==> src/rtl/systolic_pkg.sv <==
// Shared types and constants for the systolic result collector.
package systolic_pkg;

  typedef enum logic [1:0] {
    ST_IDLE    = 2'd0,
    ST_COLLECT = 2'd1,
    ST_DONE    = 2'd2
  } collector_state_e;

  // Watchdog budget per collection slot; one slot per skew step plus one.
  localparam int TIMEOUT_CYCLES_PER_SLOT = 4;

  // Pointer width for a buffer of the given depth, never narrower than one bit.
  function automatic int ptr_width(input int depth);
    return (depth > 1) ? $clog2(depth) : 1;
  endfunction

  // Idle-cycle limit in COLLECT before the watchdog flags a stalled job.
  function automatic int timeout_limit(input int matrix_size);
    return (2 * matrix_size + 1) * TIMEOUT_CYCLES_PER_SLOT;
  endfunction

endpackage

==> src/rtl/systolic_result_collector_if.sv <==
// Input partial-sum stream and output result-row stream of the collector.
// slave: the collector itself; master: the array side plus writeback side.
interface systolic_result_collector_if #(
  parameter int MATRIX_SIZE = 2,
  parameter int DATA_SIZE   = 32
);
  logic [MATRIX_SIZE*DATA_SIZE-1:0]   in_psum;
  logic [MATRIX_SIZE-1:0]             in_valid;
  logic [MATRIX_SIZE*DATA_SIZE-1:0]   out_row;
  logic [$clog2(MATRIX_SIZE):0]       out_row_idx;
  logic                               out_valid;
  logic                               out_ready;

  modport slave (
    input  in_psum, in_valid, out_ready,
    output out_row, out_row_idx, out_valid
  );

  modport master (
    output in_psum, in_valid, out_ready,
    input  out_row, out_row_idx, out_valid
  );
endinterface

==> src/rtl/collector_column_fifo.sv <==
// Per-column deskew buffer: small FIFO with wrapping binary pointers and an
// occupancy count. The caller guarantees push only when not full or popping.
module collector_column_fifo
  import systolic_pkg::*;
#(
  parameter int DATA_SIZE = 32,
  parameter int DEPTH     = 2
) (
  input  logic                 clk,
  input  logic                 reset,
  input  logic                 flush,
  input  logic                 push,
  input  logic                 pop,
  input  logic [DATA_SIZE-1:0] din,
  output logic [DATA_SIZE-1:0] dout,
  output logic                 full,
  output logic                 empty
);
  localparam int PTR_W = ptr_width(DEPTH);
  localparam int CNT_W = $clog2(DEPTH + 1);

  logic [DATA_SIZE-1:0] mem [DEPTH];
  logic [PTR_W-1:0]     rd_ptr;
  logic [PTR_W-1:0]     wr_ptr;
  logic [CNT_W-1:0]     count;

  function automatic logic [PTR_W-1:0] ptr_next(input logic [PTR_W-1:0] ptr);
    if (ptr == PTR_W'(DEPTH - 1)) begin
      return '0;
    end else begin
      return ptr + PTR_W'(1);
    end
  endfunction

  assign full  = (count == CNT_W'(DEPTH));
  assign empty = (count == '0);
  assign dout  = mem[rd_ptr];

  // Storage write; contents need no reset since the count gates every read.
  always_ff @(posedge clk) begin
    if (push) begin
      mem[wr_ptr] <= din;
    end
  end

  // Pointer and occupancy bookkeeping; flush empties the buffer for a new job.
  always_ff @(posedge clk) begin
    if (reset || flush) begin
      rd_ptr <= '0;
      wr_ptr <= '0;
      count  <= '0;
    end else begin
      if (push) begin
        wr_ptr <= ptr_next(wr_ptr);
      end
      if (pop) begin
        rd_ptr <= ptr_next(rd_ptr);
      end
      if (push && !pop) begin
        count <= count + CNT_W'(1);
      end else if (pop && !push) begin
        count <= count - CNT_W'(1);
      end
    end
  end

endmodule

==> src/rtl/systolic_result_collector.sv <==
// Deskews per-column partial sums leaving the array into aligned result rows,
// streams them to writeback and flags completion after MATRIX_SIZE rows.
// Optional: SYSTOLIC_COLLECTOR_TIMEOUT_EN adds a sticky `timeout` watchdog.
module systolic_result_collector
  import systolic_pkg::*;
#(
  parameter int MATRIX_SIZE = 2,
  parameter int DATA_SIZE   = 32
) (
  input  logic clk,
  input  logic reset,
  input  logic start,
  systolic_result_collector_if.slave bus,
  output logic done,
  output logic overflow
`ifdef SYSTOLIC_COLLECTOR_TIMEOUT_EN
  , output logic timeout
`endif
);
  localparam int IDX_W = $clog2(MATRIX_SIZE) + 1;

  collector_state_e                 state;
  collector_state_e                 state_next;
  logic                             collecting;
  logic                             pop;
  logic                             accept;
  logic                             last_accept;
  logic [MATRIX_SIZE-1:0]           col_push;
  logic [MATRIX_SIZE-1:0]           col_drop;
  logic [MATRIX_SIZE-1:0]           col_full;
  logic [MATRIX_SIZE-1:0]           col_empty;
  logic [MATRIX_SIZE*DATA_SIZE-1:0] col_head;
  logic [IDX_W-1:0]                 pop_count;
  logic [IDX_W-1:0]                 accept_count;

  // Inputs arriving with start belong to no job and are discarded.
  assign collecting  = (state == ST_COLLECT) && !start;
  // A row leaves only when every column has its element and the output slot frees.
  assign pop         = collecting && (col_empty == '0) &&
                       (pop_count != IDX_W'(MATRIX_SIZE)) &&
                       (!bus.out_valid || bus.out_ready);
  assign accept      = collecting && bus.out_valid && bus.out_ready;
  assign last_accept = accept && (accept_count == IDX_W'(MATRIX_SIZE - 1));

  for (genvar j = 0; j < MATRIX_SIZE; j++) begin : g_col
    assign col_push[j] = collecting && bus.in_valid[j] && (!col_full[j] || pop);
    assign col_drop[j] = collecting && bus.in_valid[j] && col_full[j] && !pop;

    collector_column_fifo #(
      .DATA_SIZE (DATA_SIZE),
      .DEPTH     (MATRIX_SIZE)
    ) u_fifo (
      .clk   (clk),
      .reset (reset),
      .flush (start),
      .push  (col_push[j]),
      .pop   (pop),
      .din   (bus.in_psum[j*DATA_SIZE +: DATA_SIZE]),
      .dout  (col_head[j*DATA_SIZE +: DATA_SIZE]),
      .full  (col_full[j]),
      .empty (col_empty[j])
    );
  end

  // Job state register.
  always_ff @(posedge clk) begin
    if (reset) begin
      state <= ST_IDLE;
    end else begin
      state <= state_next;
    end
  end

  // Next-state: start always (re)opens a job; the final acceptance closes it.
  always_comb begin
    state_next = state;
    if (start) begin
      state_next = ST_COLLECT;
    end else begin
      case (state)
        ST_IDLE:    state_next = ST_IDLE;
        ST_COLLECT: begin
          if (last_accept) begin
            state_next = ST_DONE;
          end else begin
            state_next = ST_COLLECT;
          end
        end
        ST_DONE:    state_next = ST_DONE;
        default:    state_next = ST_IDLE;
      endcase
    end
  end

  // Output row register, row counters and sticky status flags.
  always_ff @(posedge clk) begin
    if (reset) begin
      bus.out_row     <= '0;
      bus.out_row_idx <= '0;
      bus.out_valid   <= 1'b0;
      done            <= 1'b0;
      overflow        <= 1'b0;
      pop_count       <= '0;
      accept_count    <= '0;
    end else if (start) begin
      bus.out_row_idx <= '0;
      bus.out_valid   <= 1'b0;
      done            <= 1'b0;
      overflow        <= 1'b0;
      pop_count       <= '0;
      accept_count    <= '0;
    end else begin
      if (pop) begin
        bus.out_row     <= col_head;
        bus.out_row_idx <= pop_count;
        bus.out_valid   <= 1'b1;
        pop_count       <= pop_count + IDX_W'(1);
      end else if (accept) begin
        bus.out_valid   <= 1'b0;
      end
      if (accept) begin
        accept_count <= accept_count + IDX_W'(1);
      end
      if (last_accept) begin
        done <= 1'b1;
      end
      if (col_drop != '0) begin
        overflow <= 1'b1;
      end
    end
  end

`ifdef SYSTOLIC_COLLECTOR_TIMEOUT_EN
  localparam int TIMEOUT_LIMIT = timeout_limit(MATRIX_SIZE);
  localparam int WD_W          = $clog2(TIMEOUT_LIMIT) + 1;

  logic [WD_W-1:0] wd_count;

  // Watchdog: counts COLLECT cycles with no push and no acceptance.
  always_ff @(posedge clk) begin
    if (reset || start) begin
      wd_count <= '0;
      timeout  <= 1'b0;
    end else if (state == ST_COLLECT) begin
      if ((col_push != '0) || accept) begin
        wd_count <= '0;
      end else if (wd_count != WD_W'(TIMEOUT_LIMIT)) begin
        wd_count <= wd_count + WD_W'(1);
        if (wd_count == WD_W'(TIMEOUT_LIMIT - 1)) begin
          timeout <= 1'b1;
        end
      end
    end
  end
`endif

endmodule

==> src/flat_wrapper.sv <==
// flat-port wrapper written by rule: the top's interface ports become plain ports
module systolic_result_collector_flat import systolic_pkg::*;
#(
  parameter int MATRIX_SIZE = 2,
  parameter int DATA_SIZE   = 32
)
  (clk, reset, start, done, overflow, bus_in_psum, bus_in_valid, bus_out_ready, bus_out_row, bus_out_row_idx, bus_out_valid);
  systolic_result_collector_if #(.MATRIX_SIZE(MATRIX_SIZE), .DATA_SIZE(DATA_SIZE)) bus_i ();
  input  logic clk;
  input  logic reset;
  input  logic start;
  output logic done;
  output logic overflow;
  input wire logic [$bits(bus_i.in_psum)-1:0] bus_in_psum;
  input wire logic [$bits(bus_i.in_valid)-1:0] bus_in_valid;
  input wire logic [$bits(bus_i.out_ready)-1:0] bus_out_ready;
  output wire logic [$bits(bus_i.out_row)-1:0] bus_out_row;
  output wire logic [$bits(bus_i.out_row_idx)-1:0] bus_out_row_idx;
  output wire logic [$bits(bus_i.out_valid)-1:0] bus_out_valid;
  assign bus_i.in_psum = bus_in_psum;
  assign bus_i.in_valid = bus_in_valid;
  assign bus_i.out_ready = bus_out_ready;
  assign bus_out_row = bus_i.out_row;
  assign bus_out_row_idx = bus_i.out_row_idx;
  assign bus_out_valid = bus_i.out_valid;
  systolic_result_collector #(.MATRIX_SIZE(MATRIX_SIZE), .DATA_SIZE(DATA_SIZE)) u_core (.clk(clk), .reset(reset), .start(start), .bus(bus_i), .done(done), .overflow(overflow));
endmodule
==> config.mk <==
export PLATFORM = sky130hd
export DESIGN_NAME = systolic_result_collector_flat
export DESIGN_NICKNAME = d
export VERILOG_FILES = /design/src/rtl/systolic_pkg.sv /design/src/rtl/systolic_result_collector_if.sv /design/src/rtl/collector_column_fifo.sv /design/src/rtl/systolic_result_collector.sv /design/src/flat_wrapper.sv
export SDC_FILE = /design/constraint.sdc
export NUM_CORES = 1
export LEC_CHECK = 0
export CAP_MARGIN = 20
export CORE_MARGIN = 2
export CORE_UTILIZATION = 54
export CTS_BUF_LIST = sky130_fd_sc_hd__clkbuf_2
export DETAILED_ROUTE_END_ITERATION = 10
export PLACE_DENSITY = 0.82
export SLEW_MARGIN = 20
export SYNTH_ARGS = -nofsm -noshare
export SYNTH_HDL_FRONTEND = slang
export SYNTH_SLANG_ARGS = --single-unit
==> constraint.sdc <==
create_clock -name clk -period 3.85 [get_ports clk]
set_input_delay 0.5775 -clock clk [delete_from_list [all_inputs] [get_ports clk]]
set_output_delay 0.5775 -clock clk [all_outputs]
set_load 0.01 [all_outputs]
==> results.json, run 1 <==
{
  "run_status": "finished clean",
  "synth_edf_count": 128,
  "clkPwrFrac": 0.347,
  "layout-drive-gt1-share": 0.138,
  "setup_viol_count_final": 0,
  "power.total_w": 0.00393,
  "cts.reportedPaths.clkPinSlew_ns": 0.11,
  "insertedDiodeCount": 0,
  "ir_drop_mv": 0.261,
  "part_of_the_cycle_the_worst_path_needs": 0.689,
  "post_synth_mux_area_share": 0.0872,
  "count_of_endpoints_failing_hold_in_the_final_timing_report": 0,
  "synthAdderAreaFrac": 0.00976,
  "post-dp-hpwl_mm": 10.5,
  "final_core_utilization": 0.693,
  "grt_overflow_total": 0,
  "drt-pass1-iter-count": 4,
  "cp_max_fo": 18,
  "initial_antenna_violation_count": 0,
  "dieHeight_um": 123,
  "intPower_w": 0.00302,
  "sw_frac_of_total": 0.233,
  "cts_resized": 0,
  "postSynthRegisterBits": 211,
  "worst_slew_pin_tran_ns": 1.14,
  "netlist_instances": 528,
  "fp-row-count": 43,
  "finalWeightedCongestion": 0.808,
  "crit_type": "reg2reg",
  "cts.htree.levels": 2,
  "required_time_of_the_worst_setup_path_ns": 4.30,
  "seqPwrFrac": 0.615,
  "combinationalPowerShare": 0.038,
  "area_overhead_of_the_layout_relative_to_synthesis_pct": 25.2,
  "synth_seq_area_share": 0.716,
  "unrepaired_setup_endpoints_after_global_routing": "false",
  "ios": 139,
  "die_w_um": 123,
  "synth_compound_gate_area_share": 0.121,
  "final_max_slew_viol_count": 0,
  "detail_route.wl_per_cell_um": 18.4,
  "synthDistinctLibCells": 34,
  "mappedNetlistArea_um2": 7690,
  "synth.top_cells.by_area": "sky130_fd_sc_hd__edfxtp_1 50%, sky130_fd_sc_hd__dfxtp_1 22%, sky130_fd_sc_hd__mux2i_1 8.7%, sky130_fd_sc_hd__a211oi_1 6.4%, sky130_fd_sc_hd__a21oi_1 4.9%",
  "timing.max_cap.violations": 0,
  "yosys.area_share.simple": 0.0303,
  "largest_register": "u_core.g_col.u_fifo.mem",
  "yosys.area_share.xor_xnor": 0.00569,
  "pin_count_of_the_biggest_net_entering_global_routing": 67,
  "grt_first_pass_wirelength_mm": 25.5,
  "worst-endpoint-arrival_ns": 3.11,
  "cts_setup_buffers": 0,
  "post-synth-top-count-cell": "sky130_fd_sc_hd__edfxtp_1",
  "cts_tree": "done",
  "reg.largest.list": "u_core.g_col.u_fifo.mem (128), u_core.bus.out_row (64), u_core.g_col.u_fifo.count (4)",
  "netlist.area_leader.share": 0.500,
  "switching_power_w": 0.000915,
  "worst_clock_skew_ns": 0.0564,
  "antenna_left": 0,
  "grt.total_usage": 0.221,
  "first_global_vias": 5267,
  "port-buffer-count": 138,
  "hold_path.class": "in2reg",
  "clock-sinks": 211,
  "drt_first_iter_violations": 264,
  "post_synthesis_area_per_instance_um2": 14.6,
  "pwr_density_cell_nw_per_um2": 409,
  "largest_reg_flops": 128,
  "drt-total-wl_mm": 16.6,
  "cts_buffers": 49,
  "fp.dieArea_um2": 15200,
  "synth_top_family_by_area": "compound AO/OA/AOI/OAI gates",
  "insertion_delay_of_the_later_clocked_pin_in_the_worst_skew_pair_ns": 0.78,
  "relSlewSlack": 0.239,
  "synthesis.nets": 604,
  "power_leakage_nw": 3.06,
  "design.final.nets": 760,
  "floorplan.core_area_um2": 13900,
  "maximum_number_of_buffers_from_clock_root_to_sink": 3,
  "asyncSetResetFlopFracSynth": 0,
  "hold_buffers_post_cts": 0,
  "final_period_minus_worst_setup_slack_ns": 2.65,
  "synth-main-ff-cell": "sky130_fd_sc_hd__edfxtp_1",
  "critPathCaptureType": "flop",
  "synth_commonest_cells": "128 x sky130_fd_sc_hd__edfxtp_1, 83 x sky130_fd_sc_hd__dfxtp_1, 76 x sky130_fd_sc_hd__a21oi_1",
  "initial_cell_density_of_the_core": 0.554,
  "critical_path.startpoint_type": "flop",
  "max_fclk_mhz": 377,
  "cts_root_buf": "sky130_fd_sc_hd__clkbuf_2",
  "setup_tns_ns": 0,
  "vias_per_cell": 5.57,
  "detailed_route_drc_error_count": 0,
  "count_of_synthesis_stage_warnings_from_yosys": 0,
  "fillCellCount": 960,
  "synth_top_cell_by_area": "sky130_fd_sc_hd__edfxtp_1",
  "vias": 5045
}
==> stage by stage <==
step           instance area, um2  instances  hold slack, ns  setup WS, ns
2_1_floorplan                7690        528           0.449         0.552
3_3_place_gp                 9180        813           0.449         0.733
3_5_place_dp                 9180        813           0.453         0.675
4_1_cts                      9620        905           0.252          1.19
5_1_grt                      9620        905           0.269          1.02
6_report                     9620        905           0.318          1.20
==> layout make-up <==
cell class                      count  area, um2  share of cell area
Clock buffer                       76        380              0.0395
Clock inverter                     16       66.3             0.00689
Inverter                            6       22.5             0.00234
Multi-Input combinational cell    271       1980               0.206
Sequential cell                   211       5510               0.572
Tap cell                          180        225              0.0234
Timing Repair Buffer              145       1440               0.150
==> critical path, cell delays in order, from the launching register on <==
cell                      delay, ns
sky130_fd_sc_hd__dfxtp_1       0.34
sky130_fd_sc_hd__inv_1         0.06
sky130_fd_sc_hd__ha_1          0.25
sky130_fd_sc_hd__or3_1         0.52
sky130_fd_sc_hd__a21oi_1       0.35
sky130_fd_sc_hd__nor2b_4       0.49
sky130_fd_sc_hd__buf_4         0.35
==> cells by family (layout without fill, tap and decap cells) <==
| logic type | after synthesis | after routing |
|---|---|---|
| flops | 211 | 211 |
| fa+ha+maj | 6 | 6 |
| mux | 67 | 67 |
| xor+xnor | 5 | 5 |
| buf+inv | 46 | 243 |
| simple gates | 41 | 41 |
| compound gates | 152 | 152 |
==> placed cells by master (no fill, tap or decap), types with 2 or more instances in the layout <==
cell	Yosys	routed
sky130_fd_sc_hd__dfxtp_1	83	81
sky130_fd_sc_hd__a211oi_1	66	66
sky130_fd_sc_hd__o21ai_1	2	2
sky130_fd_sc_hd__dfxtp_2	0	2
sky130_fd_sc_hd__clkdlybuf4s50_1	0	137
sky130_fd_sc_hd__nor2b_1	6	4
sky130_fd_sc_hd__mux2i_1	67	67
sky130_fd_sc_hd__inv_1	5	5
sky130_fd_sc_hd__clkinv_2	0	2
sky130_fd_sc_hd__a21oi_1	76	76
sky130_fd_sc_hd__buf_4	8	6
sky130_fd_sc_hd__nor2b_4	0	2
sky130_fd_sc_hd__o21ai_0	6	6
sky130_fd_sc_hd__ha_1	6	6
sky130_fd_sc_hd__inv_2	1	3
sky130_fd_sc_hd__nor2_1	9	9
sky130_fd_sc_hd__or3_1	7	7
sky130_fd_sc_hd__xor2_1	4	4
sky130_fd_sc_hd__clkinv_1	0	11
sky130_fd_sc_hd__edfxtp_1	128	128
sky130_fd_sc_hd__clkbuf_2	0	76
sky130_fd_sc_hd__nand2_1	6	6
==> per-layer routing <==
layer	wire length (um)	global-route usage
met1	6470	0.251
met2	8460	0.374
met3	1240	0.0747
met4	452	0.104
met5	0	0
==> path summary, 6_finish.rpt <==
check	from	endpoint	slack, ns	depth (start not counted)
worst max-delay path	u_core.pop_count[0]$_SDFFE_PP0N_	u_core.g_col[1].u_fifo.mem[0][10]$_DFFE_PP_	1.20	6
worst min-delay path	reset	u_core.state[0]$_SDFF_PP0_	0.32	2
worst max register to register	u_core.pop_count[0]$_SDFFE_PP0N_	u_core.g_col[1].u_fifo.mem[0][10]$_DFFE_PP_	1.20	6
worst min register to register	u_core.overflow$_SDFFE_PP0P_	u_core.overflow$_SDFFE_PP0P_	0.46	2
==> power groups by stage <==
stage	clock [W]	combinational (W)	sequential, W
CTS	0.00141	0.000151	0.00242
global route	0.00152	0.000161	0.00242
detailed placement	0	0.000150	0.00247
finish	0.00136	0.000151	0.00242
global placement	0	0.000144	0.00247
floorplan	0	0.0000489	0.00247
No activity file was read; power rests on OpenSTA's default activity.
==> run 2, diff against run 1 <==
CORE_UTILIZATION = 49   (was 54)
PLACE_DENSITY = 0.78   (was 0.82)
clock period = 2.3 ns   (was 3.85 ns; I/O delays follow)
==> results.json, run 2 (synthesis results as in run 1) <==
{
  "clock-sinks": 211,
  "insertion_delay_of_the_later_clocked_pin_in_the_worst_skew_pair_ns": 0.78,
  "critPathCaptureType": "flop",
  "cts_setup_buffers": 0,
  "final_max_slew_viol_count": 0,
  "switching_power_w": 0.00159,
  "vias_per_cell": 5.33,
  "die_w_um": 129,
  "cp_slowest_cell": "sky130_fd_sc_hd__or3_4",
  "drt_first_iter_violations": 298,
  "sequential_cell_area_um2": 5510,
  "vias": 5152,
  "cts_root_buf": "sky130_fd_sc_hd__clkbuf_2",
  "fp.dieArea_um2": 16700,
  "seqPwrFrac": 0.601,
  "initial_antenna_violation_count": 1,
  "final_design_area_no_fill_um2": 9970,
  "design.final.nets": 788,
  "worst_clock_skew_ns": 0.0519,
  "pin_count_of_the_biggest_net_entering_global_routing": 43,
  "clkPwrFrac": 0.358,
  "grt.total_usage": 0.215,
  "sw_frac_of_total": 0.237,
  "layout.cells.most_common": "sky130_fd_sc_hd__clkdlybuf4s50_1",
  "final_period_minus_worst_setup_slack_ns": 2.18,
  "first_global_vias": 5477,
  "worstPathCellList": "inv_1 -> ha_2 -> or3_4 -> nor2_4 -> inv_2 -> ha_1 -> or3_1 -> a21oi_1",
  "multi_input_comb_area_um2": 2000,
  "largest_reg_flops": 128,
  "max_fclk_mhz": 460,
  "worst_slew_pin_tran_ns": 0.541,
  "cpPeakStageDelay_ns": 0.44,
  "initial_cell_density_of_the_core": 0.504,
  "cts_buffers": 52,
  "combinationalPowerShare": 0.041,
  "fillCellCount": 1123,
  "worst-endpoint-arrival_ns": 2.85,
  "relSlewSlack": 0.639,
  "cts_tree": "done",
  "maximum_number_of_buffers_from_clock_root_to_sink": 3,
  "unrepaired_setup_endpoints_after_global_routing": "false",
  "part_of_the_cycle_the_worst_path_needs": 0.946,
  "fin_worst_hold_slack_ns": 0.111,
  "pwr_density_cell_nw_per_um2": 675,
  "post-dp-hpwl_mm": 11.6,
  "hold_buffers_post_cts": 0,
  "dieHeight_um": 129,
  "intPower_w": 0.00514,
  "port-buffer-count": 138,
  "layout-drive-gt1-share": 0.162,
  "final_cells": 967,
  "crit_path_buffers_inverters": 2,
  "finalWeightedCongestion": 0.867,
  "ios": 139,
  "area_overhead_of_the_layout_relative_to_synthesis_pct": 29.7,
  "hold_path.class": "in2reg",
  "fp-row-count": 45,
  "cts.htree.levels": 2,
  "antenna_left": 0,
  "largest_register": "u_core.g_col.u_fifo.mem",
  "drt-total-wl_mm": 17.6,
  "mostFrequentLayoutCells": "137 x sky130_fd_sc_hd__clkdlybuf4s50_1, 128 x sky130_fd_sc_hd__edfxtp_1, 81 x sky130_fd_sc_hd__dfxtp_1, 75 x sky130_fd_sc_hd__a21oi_1, 70 x sky130_fd_sc_hd__clkbuf_2",
  "floorplan.core_area_um2": 15300,
  "cts.reportedPaths.clkPinSlew_ns": 0.11,
  "grt_first_pass_wirelength_mm": 27.4,
  "power_leakage_nw": 3.21,
  "count_of_endpoints_failing_hold_in_the_final_timing_report": 0,
  "reg.largest.list": "u_core.g_col.u_fifo.mem (128), u_core.bus.out_row (64), u_core.g_col.u_fifo.count (4)",
  "setup_viol_count_final": 0,
  "cp_max_fo": 3,
  "cp_top_family": "simple AND/OR/NAND/NOR gates",
  "critical_path.startpoint_type": "flop",
  "required_time_of_the_worst_setup_path_ns": 2.98,
  "place_inst": 869,
  "run_status": "finished clean",
  "drt-pass1-iter-count": 4,
  "detailed_route_drc_error_count": 0,
  "place_area_um2": 9470,
  "grt_overflow_total": 0,
  "crit_type": "reg2reg",
  "ir_drop_mv": 0.407,
  "detail_route.wl_per_cell_um": 18.2,
  "timing.max_cap.violations": 0
}
==> run 2: per-stage QoR <==
| stage | setup WS (ns) | power [W] | TNS, ns | util |
|---|---|---|---|---|
| final | 0.125 | 0.00673 | 0 | 0.653 |
| after global routing | 0.0287 | 0.00704 | 0 | 0.653 |
| after CTS | 0.00635 | 0.00682 | 0 | 0.652 |
| after detailed placement | -0.141 | 0.00441 | -1.09 | 0.621 |
| after global placement | -0.113 | 0.00440 | -0.290 | 0.621 |
| after floorplan | 0.0393 | 0.00422 | 0 | - |
==> run 2: final timing paths <==
kind / start / endpoint / slack (ns) / cells after the start
setup / recovery: u_core.pop_count[0]$_SDFFE_PP0N_ / u_core.g_col[0].u_fifo.count[1]$_SDFFE_PP0P_ / 0.12 / 8
hold / removal: reset / u_core.bus.out_row[3]$_SDFFE_PP0P_ / 0.11 / 2
setup reg to reg: u_core.pop_count[0]$_SDFFE_PP0N_ / u_core.g_col[0].u_fifo.count[1]$_SDFFE_PP0P_ / 0.12 / 8
hold reg to reg: u_core.overflow$_SDFFE_PP0P_ / u_core.overflow$_SDFFE_PP0P_ / 0.48 / 2
==> run 2: power groups by stage <==
stage,Sequential (W),Clock [W],Combinational [W]
2_1_floorplan,0.00413,0,0.0000838
3_3_place_gp,0.00413,0,0.000262
3_5_place_dp,0.00414,0,0.000272
4_1_cts,0.00405,0.00249,0.000274
5_1_grt,0.00405,0.00269,0.000295
6_report,0.00405,0.00241,0.000275
==> run 2: repair_timing <==
action,in CTS,in global routing
endpoints found under the hold margin,0,0
gates resized for setup,0,3
setup endpoints to repair,0,2
==> run 2: routing by layer <==
metal / track usage / routed length (um)
met1: 0.252 / 6990
met2: 0.373 / 9070
met3: 0.0578 / 1210
met4: 0.0965 / 356
met5: 0 / 0
==> run 2: area by class of cell <==
cell class,instances,area share
antenna,1,0.000251
clock inverter,27,0.0133
timing repair buffer,170,0.170
clock buffer,70,0.0351
sequential,211,0.552
inverter,6,0.00226
multi-input combinational,271,0.201
tap,211,0.0265
